**config.mk**
```make
export PLATFORM = sky130hd
export DESIGN_NAME = conv7_filter
export DESIGN_NICKNAME = d
export VERILOG_FILES = /design/src/rtl/conv7_filter_pkg.sv /design/src/rtl/conv7_filter_row_sum.sv /design/src/rtl/conv7_filter.sv
export SDC_FILE = /design/constraint.sdc
export NUM_CORES = 2
export LEC_CHECK = 0
export BUFFER_PORTS_ARGS = -buffer_cell sky130_fd_sc_hd__buf_4
export CAP_MARGIN = 0
export CORE_MARGIN = 4
export CORE_UTILIZATION = 58
export CTS_CLUSTER_DIAMETER = 80
export DETAILED_ROUTE_END_ITERATION = 7
export GPL_ROUTABILITY_DRIVEN = 0
export PLACE_DENSITY = 0.82
export SYNTH_ARGS = -nofsm -noshare
export SYNTH_HDL_FRONTEND = slang
export SYNTH_SLANG_ARGS = --single-unit
```
**constraint.sdc**
```tcl
create_clock -name clk -period 10.1 [get_ports clk]
set_clock_uncertainty 0.1 [all_clocks]
set_input_delay 1.01 -clock clk [delete_from_list [all_inputs] [get_ports clk]]
set_output_delay 1.01 -clock clk [all_outputs]
set_load 0.1 [all_outputs]
```
**src/rtl/conv7_filter_pkg.sv**
```systemverilog
// Shared constants, mode encodings and pipeline sideband for the 7x7 filter.
package conv7_pkg;

  localparam int unsigned PIX_W       = 10;
  localparam int unsigned K           = 7;
  localparam int unsigned PIX_MAX     = (32'd1 << PIX_W) - 32'd1;
  localparam int unsigned BINOM [K]   = '{1, 6, 15, 20, 15, 6, 1};
  localparam int unsigned BINOM_SHIFT = 12;
  localparam int unsigned GAUSS_ROUND = 32'd1 << (BINOM_SHIFT - 1);
  localparam int unsigned BOX_RECIP   = 1337;
  localparam int unsigned BOX_SHIFT   = 16;
  localparam int unsigned BOX_ROUND   = 32'd1 << (BOX_SHIFT - 1);

  localparam int unsigned WSUM_W = 17;
  localparam int unsigned PSUM_W = 13;
  localparam int unsigned G_W    = 23;
  localparam int unsigned S_W    = 16;

  typedef enum logic [1:0] {
    MODE_PASS  = 2'b00,
    MODE_BOX   = 2'b01,
    MODE_GAUSS = 2'b10,
    MODE_RSVD  = 2'b11
  } mode_e;

  typedef struct packed {
    logic             valid;
    mode_e            mode;
    logic             border;
    logic [PIX_W-1:0] centre;
    logic             line_end;
    logic             frame_end;
  } sideband_t;

  function automatic logic [PIX_W-1:0] sat_pix(input int unsigned v);
    return (v > PIX_MAX) ? '1 : PIX_W'(v);
  endfunction

  function automatic logic [PIX_W-1:0] box_scale(input logic [S_W-1:0] s);
    return sat_pix((32'(s) * BOX_RECIP + BOX_ROUND) >> BOX_SHIFT);
  endfunction

  function automatic logic [PIX_W-1:0] gauss_scale(input logic [G_W-1:0] g);
    return sat_pix((32'(g) + GAUSS_ROUND) >> BINOM_SHIFT);
  endfunction

endpackage

```
**src/rtl/conv7_filter_row_sum.sv**
```systemverilog
// Combinational binomial-weighted sum and plain sum of one 7-pixel window row.
module conv7_row_sum
  import conv7_pkg::*;
(
  input  logic [K*PIX_W-1:0] row,
  output logic [WSUM_W-1:0]  wsum,
  output logic [PSUM_W-1:0]  psum
);

  always_comb begin
    wsum = '0;
    psum = '0;
    for (int unsigned c = 0; c < K; c++) begin
      wsum = wsum + WSUM_W'(BINOM[c]) * WSUM_W'(row[c*PIX_W +: PIX_W]);
      psum = psum + PSUM_W'(row[c*PIX_W +: PIX_W]);
    end
  end

endmodule

```
**src/rtl/conv7_filter.sv**
```systemverilog
// 3-stage 7x7 filter (passthrough / box mean / binomial Gaussian) with raster
// position tracking, border blanking and line/frame end flags.
module conv7_filter #(
  parameter int PIX_W = 10,
  parameter int IMG_W = 640,
  parameter int IMG_H = 480
) (
  input  logic                 clk,
  input  logic                 reset,
  input  logic [49*PIX_W-1:0]  window,
  input  logic                 win_valid,
  input  logic                 frame_start,
  input  logic [1:0]           mode,
  output logic [PIX_W-1:0]     pix_out,
  output logic                 pix_valid,
  output logic                 line_end,
  output logic                 frame_end
);
  import conv7_pkg::*;

  localparam int CW = $clog2(IMG_W);
  localparam int RW = $clog2(IMG_H);

  logic [CW-1:0] col, cur_col;
  logic [RW-1:0] row, cur_row;
  logic          last_col, last_row;

  // frame_start overrides the running position for this window only
  always_comb begin
    cur_col  = frame_start ? '0 : col;
    cur_row  = frame_start ? '0 : row;
    last_col = (cur_col == CW'(IMG_W - 1));
    last_row = (cur_row == RW'(IMG_H - 1));
  end

  always_ff @(posedge clk or posedge reset) begin
    if (reset) begin
      col <= '0;
      row <= '0;
    end else if (win_valid) begin
      if (last_col) begin
        col <= '0;
        row <= last_row ? '0 : cur_row + RW'(1);
      end else begin
        col <= cur_col + CW'(1);
        row <= cur_row;
      end
    end
  end

  sideband_t sb_in, sb1, sb2;

  always_comb begin
    sb_in           = '0;
    sb_in.valid     = win_valid;
    sb_in.mode      = mode_e'(mode);
    sb_in.border    = (32'(cur_col) < K - 1) || (32'(cur_row) < K - 1);
    sb_in.centre    = window[24*PIX_W +: PIX_W];
    sb_in.line_end  = last_col;
    sb_in.frame_end = last_col && last_row;
  end

  logic [WSUM_W-1:0] gs_c [K];
  logic [PSUM_W-1:0] bs_c [K];
  logic [WSUM_W-1:0] gs1  [K];
  logic [PSUM_W-1:0] bs1  [K];

  for (genvar g = 0; g < K; g++) begin : g_rows
    conv7_row_sum u_row_sum (
      .row  (window[(K-1-g)*K*PIX_W +: K*PIX_W]),
      .wsum (gs_c[g]),
      .psum (bs_c[g])
    );
  end

  always_ff @(posedge clk or posedge reset) begin
    if (reset) begin
      sb1 <= '0;
      gs1 <= '{default: '0};
      bs1 <= '{default: '0};
    end else begin
      sb1 <= sb_in;
      gs1 <= gs_c;
      bs1 <= bs_c;
    end
  end

  logic [G_W-1:0] g_sum, g2;
  logic [S_W-1:0] s_sum, s2;

  always_comb begin
    g_sum = '0;
    s_sum = '0;
    for (int unsigned r = 0; r < K; r++) begin
      g_sum = g_sum + G_W'(BINOM[r]) * G_W'(gs1[r]);
      s_sum = s_sum + S_W'(bs1[r]);
    end
  end

  always_ff @(posedge clk or posedge reset) begin
    if (reset) begin
      sb2 <= '0;
      g2  <= '0;
      s2  <= '0;
    end else begin
      sb2 <= sb1;
      g2  <= g_sum;
      s2  <= s_sum;
    end
  end

  logic [PIX_W-1:0] result;

  always_comb begin
    result = sb2.centre;
    case (sb2.mode)
      MODE_BOX:   result = sb2.border ? '0 : box_scale(s2);
      MODE_GAUSS: result = sb2.border ? '0 : gauss_scale(g2);
      default:    result = sb2.centre;
    endcase
  end

  always_ff @(posedge clk or posedge reset) begin
    if (reset) begin
      pix_out   <= '0;
      pix_valid <= 1'b0;
      line_end  <= 1'b0;
      frame_end <= 1'b0;
    end else begin
      pix_valid <= sb2.valid;
      line_end  <= sb2.valid & sb2.line_end;
      frame_end <= sb2.valid & sb2.frame_end;
      if (sb2.valid) pix_out <= result;
    end
  end

endmodule

```
==> flow_summary_export.csv <==
group,metric,value,unit
worst_setup_path,r2r_cells,30,
synthesis,synthDistinctLibCells,66,
synthesis,syn_avg_cell_area,9.758,sq um
sta,final.setup.tns,0,ns
worst_setup_path,crit_buf_inv,3,
grt,track_usage,28.19,%
drt,top_layer,"met5",
sta,fmax,0.1319,GHz
clocking,clock_sinks,302,
sta,grt_setup_unrepaired,"no",
placement,place_hpwl,152.0,mm
worst_setup_path,cp_slowest_cell,"fa_1",
drt,wl_per_cell,18.47,um
clocking,cts_root_buffer,"clkbuf_16",
clocking,cts_resized,0,
drt,dr_wl_met2,85.67,mm
worst_hold_path,hold_path_class,"reg2reg",
drt,dr.first_iter.drc_count,2299,
sta,final.min_clock_period,7.582,ns
clocking,clk_latency,0.57,ns
sta,relSlewSlack,34.23,%
grt,grt_pass1_wl,270.8,mm
clocking,htree_levels,2,
worst_setup_path,cp-start-kind,"register",
finish,nNetsFinal,10290,
drt,ant_nets,0,
clocking,path_clk_slew,0.07,ns
worst_setup_path,path_class,"reg2reg",
synthesis,syn_area,67980,sq um
drt,wl_met3,8.552,mm
worst_setup_path,cp_top_family,"adder cells",
floorplanning,core,116200,sq um
floorplanning,row_count,125,
floorplanning,die_h,350.4,um
synthesis,synth-async-reset-ratio,100.0,%
synthesis,synth_edf_count,0,
finish,n_fill_cell,8924,
sta,worstMarginPinSlew,0.9866,ns
synthesis,syn_nets,9759,
status,status,"complete, no violations",
finish,area_growth,10.11,%
drt,routed_wirelength,167.3,mm
floorplanning,io_pins,509,
clocking,cts_tree,"built",
worst_setup_path,crit_path_max_fanout,5,
grt,grt_pass1_vias,53670,
floorplanning,start_util,58.50,%
worst_setup_path,crit_required,10.49,ns
worst_setup_path,slowest_delay,0.51,ns
drt,drc,0,
sta,setup-violations-final,0,
finish,post_route_cells_drive_above_1_share,8.077,%
clocking,hold_buffers,0,
worst_hold_path,whs_path_depth,0,
clocking,cts.path.max_buffers,3,
placement,io_buffers,508,
grt,grt_max_degree,95,
sta,fin_crit_sh,75.07,%
sta,slew_violations,0,
synthesis,ys_seq_area_share,11.12,%
worst_setup_path,critical_path_arrival,7.97,ns
grt,grt-ovfl-total,0,
clocking,numCtsBuffers,35,
synthesis,ys_seq_elements,302,
clocking,post_cts_buffers,0,
worst_setup_path,worstSetupEndpointType,"register",
grt,antenna_found_initial,8,
synthesis,synth_cells,6967,
worst_setup_path,cp_common_cell,"fa_1",
drt,via_per_inst,5.314,
synthesis,synth_warnings,0,
drt,m1WireLength,63.30,mm
job,drv_cap,0,
drt,first_pass_iters,5,
drt,via_count,48140,
floorplanning,dieArea,122800,sq um
synthesis,synth-main-ff-cell,"dfrtp_1",
sta,finalHoldViolations,0,
floorplanning,die_w,350.4,um
worst_setup_path,cp.depth,30,
[flip-flops by register name, summed over array words and instances, names as in the netlist, 9 cells and up]
register,count
bs1,91
col,10
g2,12
pix_out,10
sb2,16
sb1,16
s2,16
gs1,119
row,9
[worst paths after layout]
| path | from | end | slack [ns] |
|---|---|---|---|
| setup reg to reg | gs1[54]$_DFF_PP0_ | g2[22]$_DFF_PP0_ | 2.52 |
| max in group asynchronous | reset | gs1[115]$_DFF_PP0_ | 7.11 |
| hold / removal | sb1[12]$_DFF_PP0_ | sb2[12]$_DFF_PP0_ | 0.24 |
| hold reg to reg | sb1[12]$_DFF_PP0_ | sb2[12]$_DFF_PP0_ | 0.24 |
| setup / recovery | gs1[54]$_DFF_PP0_ | g2[22]$_DFF_PP0_ | 2.52 |
| min in group asynchronous | reset | bs1[1]$_DFF_PP0_ | 0.49 |
[synth_stat cells (28+ instances only)]
| cell type | number | area [sq um] |
|---|---|---|
| o21a_1 | 33 | 247.7 |
| nand2_1 | 153 | 574.3 |
| nor3_1 | 44 | 220.2 |
| nor2_1 | 202 | 758.2 |
| a21o_1 | 123 | 923.4 |
| ha_1 | 991 | 12400 |
| o21ai_0 | 169 | 845.8 |
| fa_1 | 1305 | 26130 |
| dfrtp_1 | 302 | 7557 |
| a21oi_1 | 359 | 1797 |
| nor2b_1 | 56 | 350.3 |
| nand3_1 | 45 | 225.2 |
| o21bai_1 | 147 | 1104 |
| a21boi_0 | 36 | 270.3 |
| nand2b_1 | 28 | 175.2 |
| xor2_1 | 103 | 902.1 |
| xnor2_1 | 361 | 3162 |
| inv_1 | 2275 | 8539 |
[cells by family after synthesis]
kind of cell             count (synthesis)  share of synthesized area [%]
adder cells (fa/ha/maj)               2296                          56.67
buffers and inverters                 2288                          12.64
AO/OA/AOI/OAI                          989                          9.120
AND/OR/NAND/NOR                        621                          4.371
XOR/XNOR                               464                          5.978
flip-flops                             302                          11.12
multiplexers                             7                         0.1086
[layer usage]
metal / track usage (%) / up-vias
met1: 33.57 / 24150
met2: 50.52 / 1334
li1: - / 22160
met3: 3.831 / 497
met5: 0 / -
met4: 13.39 / 2
[layout make-up]
| type | instances | area, sq um | share of cell area, % |
|---|---|---|---|
| tap | 1524 | 1907 | 2.547 |
| antenna | 6 | 15.01 | 0.02006 |
| clock inverter | 22 | 211.5 | 0.2825 |
| sequential | 302 | 7557 | 10.10 |
| clock buffer | 41 | 949.7 | 1.269 |
| timing repair buffer | 511 | 3836 | 5.125 |
| multi-input combinational | 4377 | 51830 | 69.24 |
| inverter | 2275 | 8547 | 11.42 |
[cell usage in the layout, fill, tap and decap left out, types with 7 or more instances in the layout]
master,count
inv_1,2274
fa_1,1305
ha_1,991
buf_4,511
xnor2_1,361
a21oi_1,359
dfrtp_1,302
nor2_1,202
o21ai_0,169
nand2_1,153
o21bai_1,147
a21o_1,123
xor2_1,103
nor2b_1,56
nand3_1,45
nor3_1,44
a21boi_0,36
clkbuf_16,36
o21a_1,33
nand2b_1,28
and3_1,24
o41ai_1,14
or2_2,14
a211oi_1,13
a31oi_1,11
o211ai_1,11
or3_1,10
a31o_2,10
nand3b_1,9
o31a_1,9
and2_1,8
o31ai_1,7
o2bb2ai_1,7
inv_6,7
[through the flow]
stage          cells  hold slack (ns)  instance area [sq um]  util (%)  setup slack [ns]
2_1_floorplan   6967           0.2312                  67980         -            0.6441
3_3_place_gp    8989           0.2336                  73680     63.41             2.395
3_5_place_dp    8989           0.2362                  73680     63.41             2.137
4_1_cts         9052           0.2448                  74840     64.40             2.578
5_1_grt         9056           0.2465                  74850     64.41             2.075
6_report        9058           0.2421                  74860     64.42             2.518
Power is not shown: default switching activity piles up to over one toggle a cycle in this logic, so the estimate is an artifact.
